$ cat src/rtl/uart_tx_fifo.sv
// uart_tx_fifo: 8N1 UART transmitter fed by a small circular byte FIFO.
// Bytes enter through a valid/ready handshake and leave LSB first on tx,
// one frame every 10*T clocks with no idle gap while the FIFO has data.
module uart_tx_fifo #(
  parameter int BAUDRATE = 115200,
  parameter int FREQ     = 50_000_000,
  parameter int DEPTH    = 8
) (
  input  logic                   clk,
  input  logic                   nrst,
  input  logic [7:0]             wdata,
  input  logic                   wvld,
  output logic                   wrdy,
  output logic                   tx,
  output logic                   busy,
  output logic [$clog2(DEPTH):0] cnt
);

  localparam int T  = FREQ / BAUDRATE;  // clocks per bit
  localparam int AW = $clog2(DEPTH);
  localparam int TW = $clog2(T);

  localparam logic [TW-1:0] T_LAST   = TW'(T - 1);
  localparam logic [TW-1:0] CLK_ONE  = TW'(1);
  localparam logic [AW-1:0] PTR_ONE  = AW'(1);
  localparam logic [AW:0]   CNT_ONE  = (AW + 1)'(1);
  localparam logic [AW:0]   CNT_FULL = (AW + 1)'(DEPTH);

  typedef enum logic [1:0] {IDLE, START, DATA, STOP} state_t;

  state_t          state, state_next;
  logic [TW-1:0]   cnt_clk, cnt_clk_next;
  logic [2:0]      bit_idx, bit_idx_next;
  logic [7:0]      shift_reg, shift_next;
  logic            tx_next, busy_next;
  logic            bit_end;
  logic            pop;
  logic            wr_en;
  logic [AW-1:0]   wr_ptr, rd_ptr;
  logic [AW:0]     cnt_next;
  logic [7:0]      mem [DEPTH];

  assign wr_en   = wvld && wrdy;
  assign bit_end = (cnt_clk == T_LAST);

  // FIFO storage write port.
  // NOTE: the data array has no reset; occupancy and pointers alone decide
  // what is valid, so resetting it would only cost flops and routing.
  always_ff @(posedge clk) begin
    if (wr_en) mem[wr_ptr] <= wdata;
  end

  // Occupancy after this cycle's write and pop; both together cancel out.
  always_comb begin
    cnt_next = cnt;
    if (wr_en && !pop)      cnt_next = cnt + CNT_ONE;
    else if (!wr_en && pop) cnt_next = cnt - CNT_ONE;
  end

  // FIFO pointers, occupancy and the registered ready flag.
  // NOTE: all state updates use non-blocking assignments so every register
  // samples pre-edge values regardless of statement order.
  always_ff @(posedge clk or negedge nrst) begin
    if (!nrst) begin
      wr_ptr <= '0;
      rd_ptr <= '0;
      cnt    <= '0;
      wrdy   <= 1'b1;
    end else begin
      if (wr_en) wr_ptr <= wr_ptr + PTR_ONE;
      if (pop)   rd_ptr <= rd_ptr + PTR_ONE;
      cnt  <= cnt_next;
      wrdy <= (cnt_next != CNT_FULL);
    end
  end

  // Frame sequencer state plus the glitch-free tx and busy registers.
  always_ff @(posedge clk or negedge nrst) begin
    if (!nrst) begin
      state     <= IDLE;
      cnt_clk   <= '0;
      bit_idx   <= '0;
      shift_reg <= '0;
      tx        <= 1'b1;
      busy      <= 1'b0;
    end else begin
      state     <= state_next;
      cnt_clk   <= cnt_clk_next;
      bit_idx   <= bit_idx_next;
      shift_reg <= shift_next;
      tx        <= tx_next;
      busy      <= busy_next;
    end
  end

  // Next-state logic: bit timing, shifting, and popping the FIFO head.
  // NOTE: every output of this block gets a default first so no path
  // leaves a signal unassigned and no latch is inferred.
  always_comb begin
    state_next   = state;
    cnt_clk_next = cnt_clk;
    bit_idx_next = bit_idx;
    shift_next   = shift_reg;
    pop          = 1'b0;

    if (state != IDLE) cnt_clk_next = bit_end ? '0 : cnt_clk + CLK_ONE;

    case (state)
      IDLE: begin
        if (cnt != '0) begin
          pop          = 1'b1;
          shift_next   = mem[rd_ptr];
          cnt_clk_next = '0;
          state_next   = START;
        end
      end
      START: begin
        if (bit_end) begin
          bit_idx_next = '0;
          state_next   = DATA;
        end
      end
      DATA: begin
        if (bit_end) begin
          shift_next = {1'b0, shift_reg[7:1]};
          if (bit_idx == 3'd7) state_next   = STOP;
          else                 bit_idx_next = bit_idx + 3'd1;
        end
      end
      STOP: begin
        if (bit_end) begin
          if (cnt != '0) begin
            // Back-to-back frame: load the next byte with no idle gap.
            pop        = 1'b1;
            shift_next = mem[rd_ptr];
            state_next = START;
          end else begin
            state_next = IDLE;
          end
        end
      end
      default: state_next = IDLE;
    endcase
  end

  // Line level and busy derived from the current state, registered next edge.
  always_comb begin
    tx_next = 1'b1;
    case (state)
      START:   tx_next = 1'b0;
      DATA:    tx_next = shift_reg[0];
      default: tx_next = 1'b1;
    endcase
    busy_next = (state != IDLE) || (cnt != '0);
  end

endmodule

$ cat config.mk
export PLATFORM = sky130hd
export DESIGN_NAME = uart_tx_fifo
export DESIGN_NICKNAME = d
export VERILOG_FILES = /design/src/rtl/uart_tx_fifo.sv
export SDC_FILE = /design/constraint.sdc
export NUM_CORES = 1
export LEC_CHECK = 0
export BUFFER_PORTS_ARGS = -buffer_cell sky130_fd_sc_hd__buf_4
export CAP_MARGIN = 10
export CORE_MARGIN = 2
export CORE_UTILIZATION = 50
export CTS_BUF_LIST = sky130_fd_sc_hd__clkbuf_8
export CTS_CLUSTER_SIZE = 10
export DETAILED_ROUTE_END_ITERATION = 10
export PLACE_DENSITY_LB_ADDON = 0.12
export SYNTH_ARGS = -nofsm -noshare
export SYNTH_HDL_FRONTEND = slang
export SYNTH_SLANG_ARGS = --single-unit
$ cat constraint.sdc
create_clock -name clk -period 4.6 [get_ports clk]
set_input_delay 0.92 -clock clk [delete_from_list [all_inputs] [get_ports clk]]
set_output_delay 0.92 -clock clk [all_outputs]
set_load 0.005 [all_outputs]
After elaboration in Yosys (flattened, before gate mapping)
Memories as Yosys holds them, arrays and structs flattened.
Cells that the tools add are included.
{"block": "word_totals", "ff_bits": 35, "ram_bits": 64, "in_bits": 11, "output_inout_bits": 7, "elab_cells": 70, "memories": 1}
{"block": "classes", "addsub": 6, "n_eq_ne": 12, "n_mux": 27, "reduce_logical": 14}
{"name": "mem", "words": 8, "width": 8, "read_ports": 1, "rd_clocked_by_memory_dff": 0, "write_ports": 1, "line_no": "41", "text": "logic [7:0] mem [DEPTH];"}
{"cell": "$mux 9", "count": 4}
{"cell": "$mux 8", "count": 3}
{"cell": "$pmux 8 s3", "count": 1}
{"cell": "$ne 2x2->1 const B", "count": 6}
{"cell": "$mux 2", "count": 5}
{"cell": "$add 3x1->3 const B", "count": 3}
{"cell": "$add 9x1->9 const B", "count": 1}
{"cell": "$eq 9x9->1 const B", "count": 1}
{"cell": "$mux 3", "count": 3}
{"cell": "$mux 4", "count": 2}
{"cell": "$pmux 2 s4", "count": 1}
{"cell": "$pmux 3 s2", "count": 1}
{"cell": "$mux 1", "count": 5}
{"cell": "$reduce_and 5->1", "count": 1}
{"cell": "$add 4x1->4 const B", "count": 1}
{"cell": "$eq 2x2->1 const B", "count": 2}
{"cell": "$ne 4x4->1 const B", "count": 1}
{"cell": "$pmux 1 s2", "count": 2}
{"cell": "$reduce_and 4->1", "count": 1}
{"cell": "$reduce_bool 2->1", "count": 2}
{"cell": "$reduce_bool 4->1", "count": 1}
{"cell": "$sub 4x1->4 const B", "count": 1}
{"cell": "$eq 3x3->1 const B", "count": 1}
{"cell": "$logic_and 1x1->1", "count": 3}
{"cell": "other kinds (6)", "count": 7}

Depth between registers and ports, before layout
{"block": "logic_depth", "word_depth": 8, "depth_mapped": 9, "ltp_nobuf": 8}

Worst setup path after synthesis
OpenSTA, ideal clock, no wires.
{"block": "synth_timing", "path_kind": "input port to flip-flop", "start": "in wvld", "end": "mem mem[0][0] (enable)", "setup_time_ps": 395, "arrival_ps": 2104, "required_time_ps": 4205, "slack_ps": 2102, "cell_stages": 3, "n_path_buf": 1, "path_cell_list": "nand2_1 -> clkbuf_1 -> nor4_1"}
{"block": "synth_via", "elab_chain_cells": 3}
{"item": "start: declaration", "line_no": "12", "text": "input logic wvld,"}
{"item": "$logic_and 1x1->1", "line_no": "43", "text": "assign wr_en = wvld && wrdy;"}
{"item": "$mux 1", "line_no": "50", "text": "if (wr_en) mem[wr_ptr] <= wdata;"}
{"item": "$mux 1 (not written as such)", "line_no": "50"}
{"item": "end: declaration", "line_no": "41"}
Every way passes these cells.

Worst setup path in the final report
{"block": "layout_timing", "start": "reg cnt[0]", "end": "reg shift_reg[4]"}
{"block": "layout_via", "elab_chain_cells": 4}
{"item": "start: declaration", "line_no": "16", "text": "output logic [$clog2(DEPTH):0] cnt"}
{"item": "start signal: assignment", "line_no": "72", "text": "cnt <= cnt_next;"}
{"item": "$reduce_bool 4->1 (*)", "line_no": "110, 132"}
{"item": "$mux 8 (*)"}
{"item": "$mux 8"}
{"item": "$pmux 8 s3 (*)"}
{"item": "end signal: assignment", "line_no": "90", "text": "shift_reg <= shift_next;"}
{"item": "end: declaration", "line_no": "34", "text": "logic [7:0] shift_reg, shift_next;"}
Mark *: on every way between the ends. The rest lies on a longest branch, timed or not. The select of a mux whose other input is x is not followed.
A chain may end at the register's enable or synchronous reset.

==> flow_summary.ini <==
[status]
status = finished, final reports clean

[detailed_routing]
ant_nets = 0
drt-wirelength-per-cell_um = 19.1
drt_iter0_drc = 145
drt_wl_total_um = 8450
via_per_inst = 5.68
vias = 2509
firstDrtPassIters = 4
drc = 0

[global_routing]
grt_overflow = 0
grt_max_degree = 36
grt_use_total = 0.186
gr-usage-met2 = 0.239
antenna_found_initial = 0
grt_use_met1 = 0.315
grt_pass1_wl_um = 13700
grt_busiest_layer = met1
grt_pass1_vias = 2403
grt_use_met3 = 0.0362

[synth]
synth_area_leaders = edfxtp_1 (43%), dfrtp_1 (18%), mux4_2 (8.1%)
avgSynthCellArea_um2 = 14.2
synth_cells = 315
synth_enable_flop_cells = 64
yosysWarnings = 0
async_reset_ff_frac = 0.354
synth.top_cell.area_share = 0.430
synth_area_mm2 = 0.00447
synth_top_cell_by_area = edfxtp_1
yosysSeqAreaShare = 0.627
synth_fp_nets = 339
synth_ff_type = edfxtp_1
ys_ff_latch = 99
synth.distinct_cells = 49

[power]
p_int_mw = 1.85
pwr-share-clk = 0.192
swShare = 0.372
vdd_drop_max_mv = 0.295
pwr_density_cell_mw_per_mm2 = 604
pwr-share-comb = 0.337
p_seq_frac = 0.471
p_sw_mw = 1.09
leakagePower_nw = 1.81

[floorplanning]
fp.dieH_um = 98.5
design.die.area_mm2 = 0.00970
rows = 34
io_pins = 18
core-area_mm2 = 0.00868
initial_core_util = 0.515
dieWidth_um = 98.5

[run]
max_cap_violations = 0

[clock_tree]
cts-resized-gates = 0
holdBufCountCts = 0
clk_latency_ps = 370
cts_tree = done
clkSlewWorstSetupHoldPaths_ps = 100
clock_path_buffers = 2
htree_levels = 3
cts_buffers = 9
clock_sinks = 99
cts_root_buffer = clkbuf_8
post_cts_buffers = 0

[timing]
grt_setup_unrepaired = false
max_freq_mhz = 427
post-route-period-util = 0.509
tightestPinTransition_ps = 1120
period_needed_ps = 2340
hold-worst-slack_ps = 486
fin_tns_setup_ps = 0
drv_slew = 0
setup_viol = 0
finalHoldViolations = 0
worst_clock_skew_ps = 12.5
slew_headroom = 0.248

[setup_path]
crit_fanout = 16
crit_path_start_kind = flip-flop
required_ps = 4820
worstSetupEndpointType = flip-flop
cp_data_arrival_time_ps = 2570
rr_worst_depth = 5
worstSetupPathType = flip-flop to flip-flop

[layout]
largest_reg_flops = 64
fin_util = 0.561
final_nets = 353
nFillCells = 719
num_antenna_cells = 0
final_cell_area_mm2 = 0.00487
syn2layout_area_growth_pct = 9.11
drive_above_1_share = 0.192

[place]
hpwl_um = 5720
placed_area_mm2 = 0.00465
numPortBuffers = 17
gp_congestion = 0.850

[min_path]
hold_path.class = primary input to asynchronous set/reset pin
metrics by stage:
| stage | instances | total power, mW | setup slack (ps) |
|---|---|---|---|
| 3_3_place_gp | 425 | 2.39 | 1840 |
| 6_report | 442 | 2.94 | 2260 |
| 5_1_grt | 442 | 3.16 | 2030 |
| 3_5_place_dp | 425 | 2.41 | 1840 |
| 2_1_floorplan | 315 | 2.15 | 2100 |
| 4_1_cts | 441 | 2.97 | 2200 |
cells by family (layout without fill, tap and decap cells):
| group | count (synthesis) | in the layout | synth area share |
|---|---|---|---|
| muxes | 26 | 26 | 0.104 |
| xor gates and xnor gates | 9 | 9 | 0.0177 |
| buffers and inverters | 24 | 43 | 0.0255 |
| AOI/OAI and AO/OA | 59 | 59 | 0.0905 |
| adders and majority gates | 13 | 13 | 0.0364 |
| and+or+nand+nor | 85 | 85 | 0.0992 |
| DFF | 99 | 99 | 0.627 |
critical path, stage by stage, from the launching register on:
cell,delay (ps)
dfrtp_1,490
inv_1,150
ha_1,200
or3b_1,560
o221ai_2,600
o21ai_0,190
metal layers:
metal / routed length [µm] / share of wire / up-vias
met5: 0 / 0 / -
met4: 89 / 0.011 / 0
met3: 361 / 0.043 / 7
met2: 3560 / 0.42 / 58
met1: 4440 / 0.52 / 1225
li1: - / - / 1219
power groups by stage:
stage	combinational [mW]	sequential [mW]	clock [mW]
detailed placement	0.999	1.41	0
global placement	0.984	1.41	0
finish	0.992	1.39	0.565
global route	1.12	1.42	0.619
floorplan	0.884	1.27	0
CTS	1.00	1.39	0.582
Yosys cell counts, drive strengths merged (2+ instances only):
master,count
o31ai,3
dfrtp,33
nor2b,4
nand3,6
nor4,4
nor3b,2
inv,9
mux2,2
nand4,3
a31oi,3
nand2b,5
edfxtp,64
or3,2
mux2i,8
xnor2,6
buf,9
nor3,9
xor2,3
and2,3
nor2,14
mux4,16
a21o,2
o21ai,23
a22o,5
clkbuf,6
ha,13
nand2,27
a21oi,14
dfstp,2
and3,3
area by class of cell:
class	count	area, µm²	share of cell area
clock buffers	9	124	0.0254
clock inverters	7	86.3	0.0177
inverters	9	33.8	0.00693
multi-input cells	192	1560	0.320
flip-flops and latches	99	2800	0.575
well taps	108	135	0.0277
repair buffers	18	135	0.0277
worst paths after layout:
path / start / end / slack, ps
min in group clk: shift_reg[7] / shift_reg[7] / 500
worst max register to register: cnt[0] / shift_reg[4] / 2260
max in group asynchronous: nrst / wrdy / 3770
worst max-delay path: cnt[0] / shift_reg[4] / 2260
worst min-delay path: nrst / busy / 490
worst min register to register: shift_reg[7] / shift_reg[7] / 500
cell usage in the layout, fill, tap and decap left out, types with 8 or more instances in the layout:
master	count
o21ai_0	23
mux2i_1	8
nor2_1	13
a21oi_1	12
mux4_2	16
nor3_1	9
clkbuf_8	9
buf_4	17
edfxtp_1	64
inv_1	9
ha_1	13
dfrtp_1	33
nand2_1	27
Power figures use the tool's default switching activity.
